===== config.mk =====
export PLATFORM = sky130hd
export DESIGN_NAME = penalty_scoreboard
export DESIGN_NICKNAME = d
export VERILOG_FILES = /design/src/rtl/penalty_scoreboard.sv
export SDC_FILE = /design/constraint.sdc
export NUM_CORES = 1
export LEC_CHECK = 0
export CAP_MARGIN = 20
export CORE_MARGIN = 2
export CORE_UTILIZATION = 50
export DETAILED_ROUTE_END_ITERATION = 12
export PLACE_DENSITY = 0.76
export SLEW_MARGIN = 20
export SYNTH_ARGS = -nofsm -noshare
export SYNTH_HDL_FRONTEND = slang
export SYNTH_SLANG_ARGS = --single-unit

===== constraint.sdc =====
create_clock -name clk -period 4.01 [get_ports clk]
set_input_delay 1.203 -clock clk [delete_from_list [all_inputs] [get_ports clk]]
set_output_delay 1.203 -clock clk [all_outputs]
set_load 0.01 [all_outputs]

===== src/rtl/penalty_scoreboard.sv =====
// Penalty shootout referee: alternates A/B kicks, scores goal/save, ends early once decided,
// and plays sudden-death rounds after a regulation tie.
module penalty_scoreboard #(
  parameter int unsigned SCORE_W = 4,
  parameter int unsigned N_LONG  = 5,
  parameter int unsigned N_SHORT = 3
) (
  input  logic               clk,
  input  logic               rst,
  input  logic               en,
  input  logic               start,
  input  logic               mode,
  input  logic               kick_vld,
  input  logic [2:0]         mfwd,
  input  logic [2:0]         mgk,
  output logic [SCORE_W-1:0] score_a,
  output logic [SCORE_W-1:0] score_b,
  output logic               turn,
  output logic [2:0]         kicks_a,
  output logic [2:0]         kicks_b,
  output logic               goal_pulse,
  output logic               save_pulse,
  output logic               sudden_death,
  output logic               game_over,
  output logic [1:0]         winner
);

  typedef enum logic [2:0] {
    S_IDLE, S_KICK_A, S_EVAL_A, S_KICK_B, S_EVAL_B, S_DONE
  } state_t;

  localparam int unsigned CW = SCORE_W + 4;

  state_t               state_q, state_d;
  logic [SCORE_W-1:0]   score_a_q, score_b_q;
  logic [2:0]           kicks_a_q, kicks_b_q, n_q;
  logic                 turn_q, sd_q, goal_q, save_q, round_a_q, round_b_q;
  logic [1:0]           winner_q, dec_win;
  logic                 start_ok, kick_ok, goal, sd_enter, a_lead, b_lead, reg_end;
  logic [CW-1:0]        sa_x, sb_x, rem_a, rem_b;

  assign start_ok = start && (state_q == S_IDLE || state_q == S_DONE);
  assign kick_ok  = kick_vld && (state_q == S_KICK_A || state_q == S_KICK_B);
  assign goal     = (mfwd >= 3'd1) && (mfwd <= 3'd5) && (mfwd != mgk);

  always_comb begin
    sa_x    = CW'(score_a_q);
    sb_x    = CW'(score_b_q);
    rem_a   = CW'(n_q) - CW'(kicks_a_q);
    rem_b   = CW'(n_q) - CW'(kicks_b_q);
    a_lead  = sa_x > (sb_x + rem_b);
    b_lead  = sb_x > (sa_x + rem_a);
    reg_end = (kicks_a_q == n_q) && (kicks_b_q == n_q);
  end

  // Sudden death starts each round level, so the round's goal flags decide it even when
  // the displayed scores have saturated.
  always_comb begin
    dec_win  = 2'b00;
    sd_enter = 1'b0;
    if (state_q == S_EVAL_A && !sd_q) begin
      if (a_lead)      dec_win = 2'b01;
      else if (b_lead) dec_win = 2'b10;
    end else if (state_q == S_EVAL_B) begin
      if (!sd_q) begin
        if (a_lead)       dec_win  = 2'b01;
        else if (b_lead)  dec_win  = 2'b10;
        else if (reg_end) sd_enter = 1'b1;
      end else if (round_a_q && !round_b_q) begin
        dec_win = 2'b01;
      end else if (!round_a_q && round_b_q) begin
        dec_win = 2'b10;
      end
    end
  end

  always_ff @(posedge clk or negedge rst) begin
    if (!rst)    state_q <= S_IDLE;
    else if (en) state_q <= state_d;
  end

  always_comb begin
    state_d = state_q;
    case (state_q)
      S_IDLE, S_DONE: if (start_ok) state_d = S_KICK_A;
      S_KICK_A:       if (kick_ok)  state_d = S_EVAL_A;
      S_EVAL_A:       state_d = (dec_win != 2'b00) ? S_DONE : S_KICK_B;
      S_KICK_B:       if (kick_ok)  state_d = S_EVAL_B;
      S_EVAL_B:       state_d = (dec_win != 2'b00) ? S_DONE : S_KICK_A;
      default:        state_d = S_IDLE;
    endcase
  end

  always_ff @(posedge clk or negedge rst) begin
    if (!rst) begin
      score_a_q <= '0;
      score_b_q <= '0;
      kicks_a_q <= '0;
      kicks_b_q <= '0;
      n_q       <= 3'(N_LONG);
      turn_q    <= 1'b0;
      sd_q      <= 1'b0;
      goal_q    <= 1'b0;
      save_q    <= 1'b0;
      round_a_q <= 1'b0;
      round_b_q <= 1'b0;
      winner_q  <= '0;
    end else if (!en) begin
      goal_q <= 1'b0;
      save_q <= 1'b0;
    end else begin
      goal_q <= 1'b0;
      save_q <= 1'b0;
      if (start_ok) begin
        score_a_q <= '0;
        score_b_q <= '0;
        kicks_a_q <= '0;
        kicks_b_q <= '0;
        n_q       <= mode ? 3'(N_SHORT) : 3'(N_LONG);
        turn_q    <= 1'b0;
        sd_q      <= 1'b0;
        round_a_q <= 1'b0;
        round_b_q <= 1'b0;
        winner_q  <= '0;
      end
      if (kick_ok) begin
        goal_q <= goal;
        save_q <= !goal;
        if (state_q == S_KICK_A) begin
          round_a_q <= goal;
          if (goal && score_a_q != '1)       score_a_q <= score_a_q + SCORE_W'(1);
          if (!sd_q && kicks_a_q < n_q)      kicks_a_q <= kicks_a_q + 3'd1;
        end else begin
          round_b_q <= goal;
          if (goal && score_b_q != '1)       score_b_q <= score_b_q + SCORE_W'(1);
          if (!sd_q && kicks_b_q < n_q)      kicks_b_q <= kicks_b_q + 3'd1;
        end
      end
      if (state_q == S_EVAL_A || state_q == S_EVAL_B) begin
        turn_q   <= (state_q == S_EVAL_A);
        winner_q <= dec_win;
        if (sd_enter) sd_q <= 1'b1;
      end
    end
  end

  always_comb begin
    score_a      = score_a_q;
    score_b      = score_b_q;
    turn         = turn_q;
    kicks_a      = kicks_a_q;
    kicks_b      = kicks_b_q;
    goal_pulse   = goal_q;
    save_pulse   = save_q;
    sudden_death = sd_q;
    game_over    = (state_q == S_DONE);
    winner       = winner_q;
  end

endmodule

==> impl_metrics.csv <==
group,metric,value,unit
clock_network,cts_sinks,27,
timing,finalCritPeriodShare,0.8573,
clock_network,cts_root_buffer,"clkbuf_8",
status,status,"completed",
clock_network,cts_hold_buf,0,
synth,synthesis.nets,292,
clock_network,cts_tree,"yes",
clock_network,clockBufferDepth,2,
timing,final-setup-viol-count,0,
timing,slew_viol_final,0,
timing,rsz0062_at_grt,"no",
power_and_ir_drop,leakagePower,0.001157,uW
synth,ys_ff_latch,27,
synth,yosysSeqAreaShare,0.3038,
power_and_ir_drop,ir_drop,0.3390,mV
placed_design,hpwlAfterDp,3883,um
timing,max_freq,290.9,MHz
route,detail_route.vias_per_cell,5.872,
synth,syn_area,0.002228,mm^2
synth,avgSynthCellArea,8.843,um^2
synth,syn_inst,252,
clock_network,clock_latency,0.27,ns
global_routing,grt_pass1_wl,8776,um
synth,ys_types,61,
clock_network,cts_buffers,3,
synth,synth.area.top_cells,"dfrtp_1 29%, ha_1 15%, nand2_1 4.5%",
global_routing,track_usage,0.2135,
placed_design,io_buffers,32,
route,drc_errors,0,
layout,n_antenna_cell,0,
worst_setup_path,ff2ff_setup_slack,0.57,ns
global_routing,grt_max_degree,26,
timing,worst_slack,0.5722,ns
worst_setup_path,crit_top_cell,"ha_1",
worst_setup_path,reg2reg_to,"sudden_death",
job,drv_cap,0,
floorplanning,die_y,70.76,um
timing,fin_setup_tns,0,ns
route,wl_per_cell,14.92,um
floorplanning,die_w,70.76,um
synth,synth.largest_area_cell,"dfrtp_1",
floorplanning,die-area,0.005007,mm^2
global_routing,overflow,0,
worst_setup_path,end_kind,"flop",
worst_setup_path,path_class,"reg -> reg",
layout,area_delta_synth_final,18.36,%
timing,slew_headroom,0.4235,
floorplanning,num_io_pins,33,
clock_network,cts_resized,0,
worst_setup_path,critPathBufInv,2,
route,antenna_left,0,
synth,yosysWarnings,0,
layout,drive_above_1_share,0.05654,
synth,yosysMostFrequentCell,"nand2_1",
worst_setup_path,cp.required,4.19,ns
worst_setup_path,critPathMaxFanout,4,
power_and_ir_drop,power.density,691.2,mW/mm^2
worst_setup_path,cp_slowest_stage_delay,0.53,ns
placed_design,gp_congestion,0.9114,
synth,synth_edf_count,0,
timing,final.min_clock_period,3.438,ns
synth,yosys.area.top_type_share,0.2920,
worst_setup_path,crit_start,"n_q[1]",
worst_setup_path,cp_top_family,"adder cells",
worst_setup_path,reg2reg_from,"n_q[1]",
placed_design,place_ws,0.6062,ns
min_path,hold_path_class,"reg -> reg",
worst_setup_path,cp-endpoint,"sudden_death",
worst_setup_path,slowest_stage,"or4_4",
floorplanning,initial_core_util,0.5153,
clock_network,cts.htree.levels,1,
route,drt_pass1_iterations,4,
synth,netlist_top_cells_count,"27 x nand2_1, 26 x dfrtp_1, 26 x ha_1",
worst_setup_path,cp.depth,14,
global_routing,grt_pass1_vias,1942,
synth,synth_flop_cell,"dfrtp_1",
global_routing,antenna_found_initial,0,
timing,worstMarginPinSlew,0.8621,ns
power_and_ir_drop,power,1823,uW
floorplanning,coreArea,0.004324,mm^2
synth,async_reset_ff_frac,1.000,
clock_network,post_cts_buffers,0,
route,drt_iter0_markers,91,
worst_setup_path,reg2reg_depth,14,
worst_setup_path,path_cells,"inv_1, ha_1, inv_1, fa_1, ha_1, a21oi_1, xnor2_1, ha_1, a21oi_1, nand3_1, o311a_1, and3_1, or4_4, o31ai_2",
layout,num-fill-cells,384,
timing,hold_viol,0,
timing,fin_worst_skew,0.001562,ns
clock_network,clk_pin_slew_worst_paths,0.09,ns
floorplanning,rows,24,
route,wl,4997,um
layout,fin_nets,324,
worst_setup_path,worst_ep_arrival_time,3.62,ns
route,vias,1967,
worst_setup_path,cp-start-kind,"flop",
power breakdown:
group	switching (uW)	total, uW	internal (uW)
clock	84.8	156	71.2
combinational	586	1160	571
sequential	150	510	361
total	820	1820	1000
routing by layer:
metal / vias to the layer above / wire (um) / track usage
li1: 990 / - / -
met1: 933 / 2408 / 0.2928
met2: 40 / 2406 / 0.3686
met3: 4 / 137 / 0.01852
met4: 0 / 44 / 0.04822
met5: - / 0 / 0
sequential cells by signal, summed over array words and instances (netlist names):
register / count
goal_pulse: 1
kicks_a: 3
kicks_b: 3
n_q: 2
round_a_q: 1
round_b_q: 1
save_pulse: 1
score_a: 4
score_b: 4
state_q: 3
sudden_death: 1
turn: 1
winner: 2
area by class of cell:
type                       instances  area (um^2)  share of cell area
sequential                        27        676.9              0.2566
multi-input combinational        196         1429              0.5417
timing repair buffer              35        342.8              0.1300
clock buffer                       4        45.04             0.01708
tap                               52        65.06             0.02467
inverter                          21        78.83             0.02989
worst reg2reg max path: cells and delay by family (launching register included):
kind	cells	cell delay, ns
fa+ha+maj	4	1.18
compound gates	4	0.66
flops	1	0.40
simple gates	3	0.82
xor+xnor	1	0.14
buf+inv	2	0.15
stage by stage:
stage,utilization,instance area [um^2],hold WS [ns],std cells
after floorplan,-,2228,0.4642,252
after global placement,0.5995,2592,0.4755,331
after detailed placement,0.5995,2592,0.4906,331
after CTS,0.6100,2638,0.5162,335
after global routing,0.6100,2638,0.5573,335
final,0.6100,2638,0.5155,335
how the worst min path moves through the flow:
stage | startpoint | endpoint | slack [ns] | cells after the start
global route | round_a_q | round_a_q | 0.56 | 2
CTS | round_a_q | round_a_q | 0.52 | 2
detailed placement | turn | turn | 0.49 | 2
global placement | n_q[1] | n_q[1] | 0.48 | 1
floorplan | n_q[1] | n_q[1] | 0.46 | 1
finish | round_a_q | round_a_q | 0.52 | 2
cells in the final DEF, fill, tap and decap left out, types with 2 or more instances in the layout:
master / count
clkdlybuf4s50_1: 32
nand2_1: 27
ha_1: 26
dfrtp_1: 26
inv_1: 21
o21ai_0: 14
o21ai_1: 11
nand3_1: 10
nor2b_1: 9
nor2_1: 9
a21oi_1: 8
xnor2_1: 6
nand4_1: 5
nand2b_1: 4
and3_1: 4
a22o_1: 4
a32o_1: 4
or3_1: 4
mux2i_1: 3
clkbuf_8: 3
buf_4: 3
xor2_1: 2
and2_1: 2
nor4b_1: 2
a31oi_1: 2
a211o_1: 2
o2111ai_1: 2
o311a_1: 2
o31ai_1: 2
fa_1: 2
kinds of logic after synthesis:
group / count (synthesis) / synth area share
compound gates: 64 / 0.1965
xor+xnor: 8 / 0.03144
fa+ha+maj: 28 / 0.1640
buf+inv: 29 / 0.05503
flops: 27 / 0.3038
mux: 5 / 0.02358
simple gates: 91 / 0.2257
Note: power is estimated with default switching activity, not from simulation.
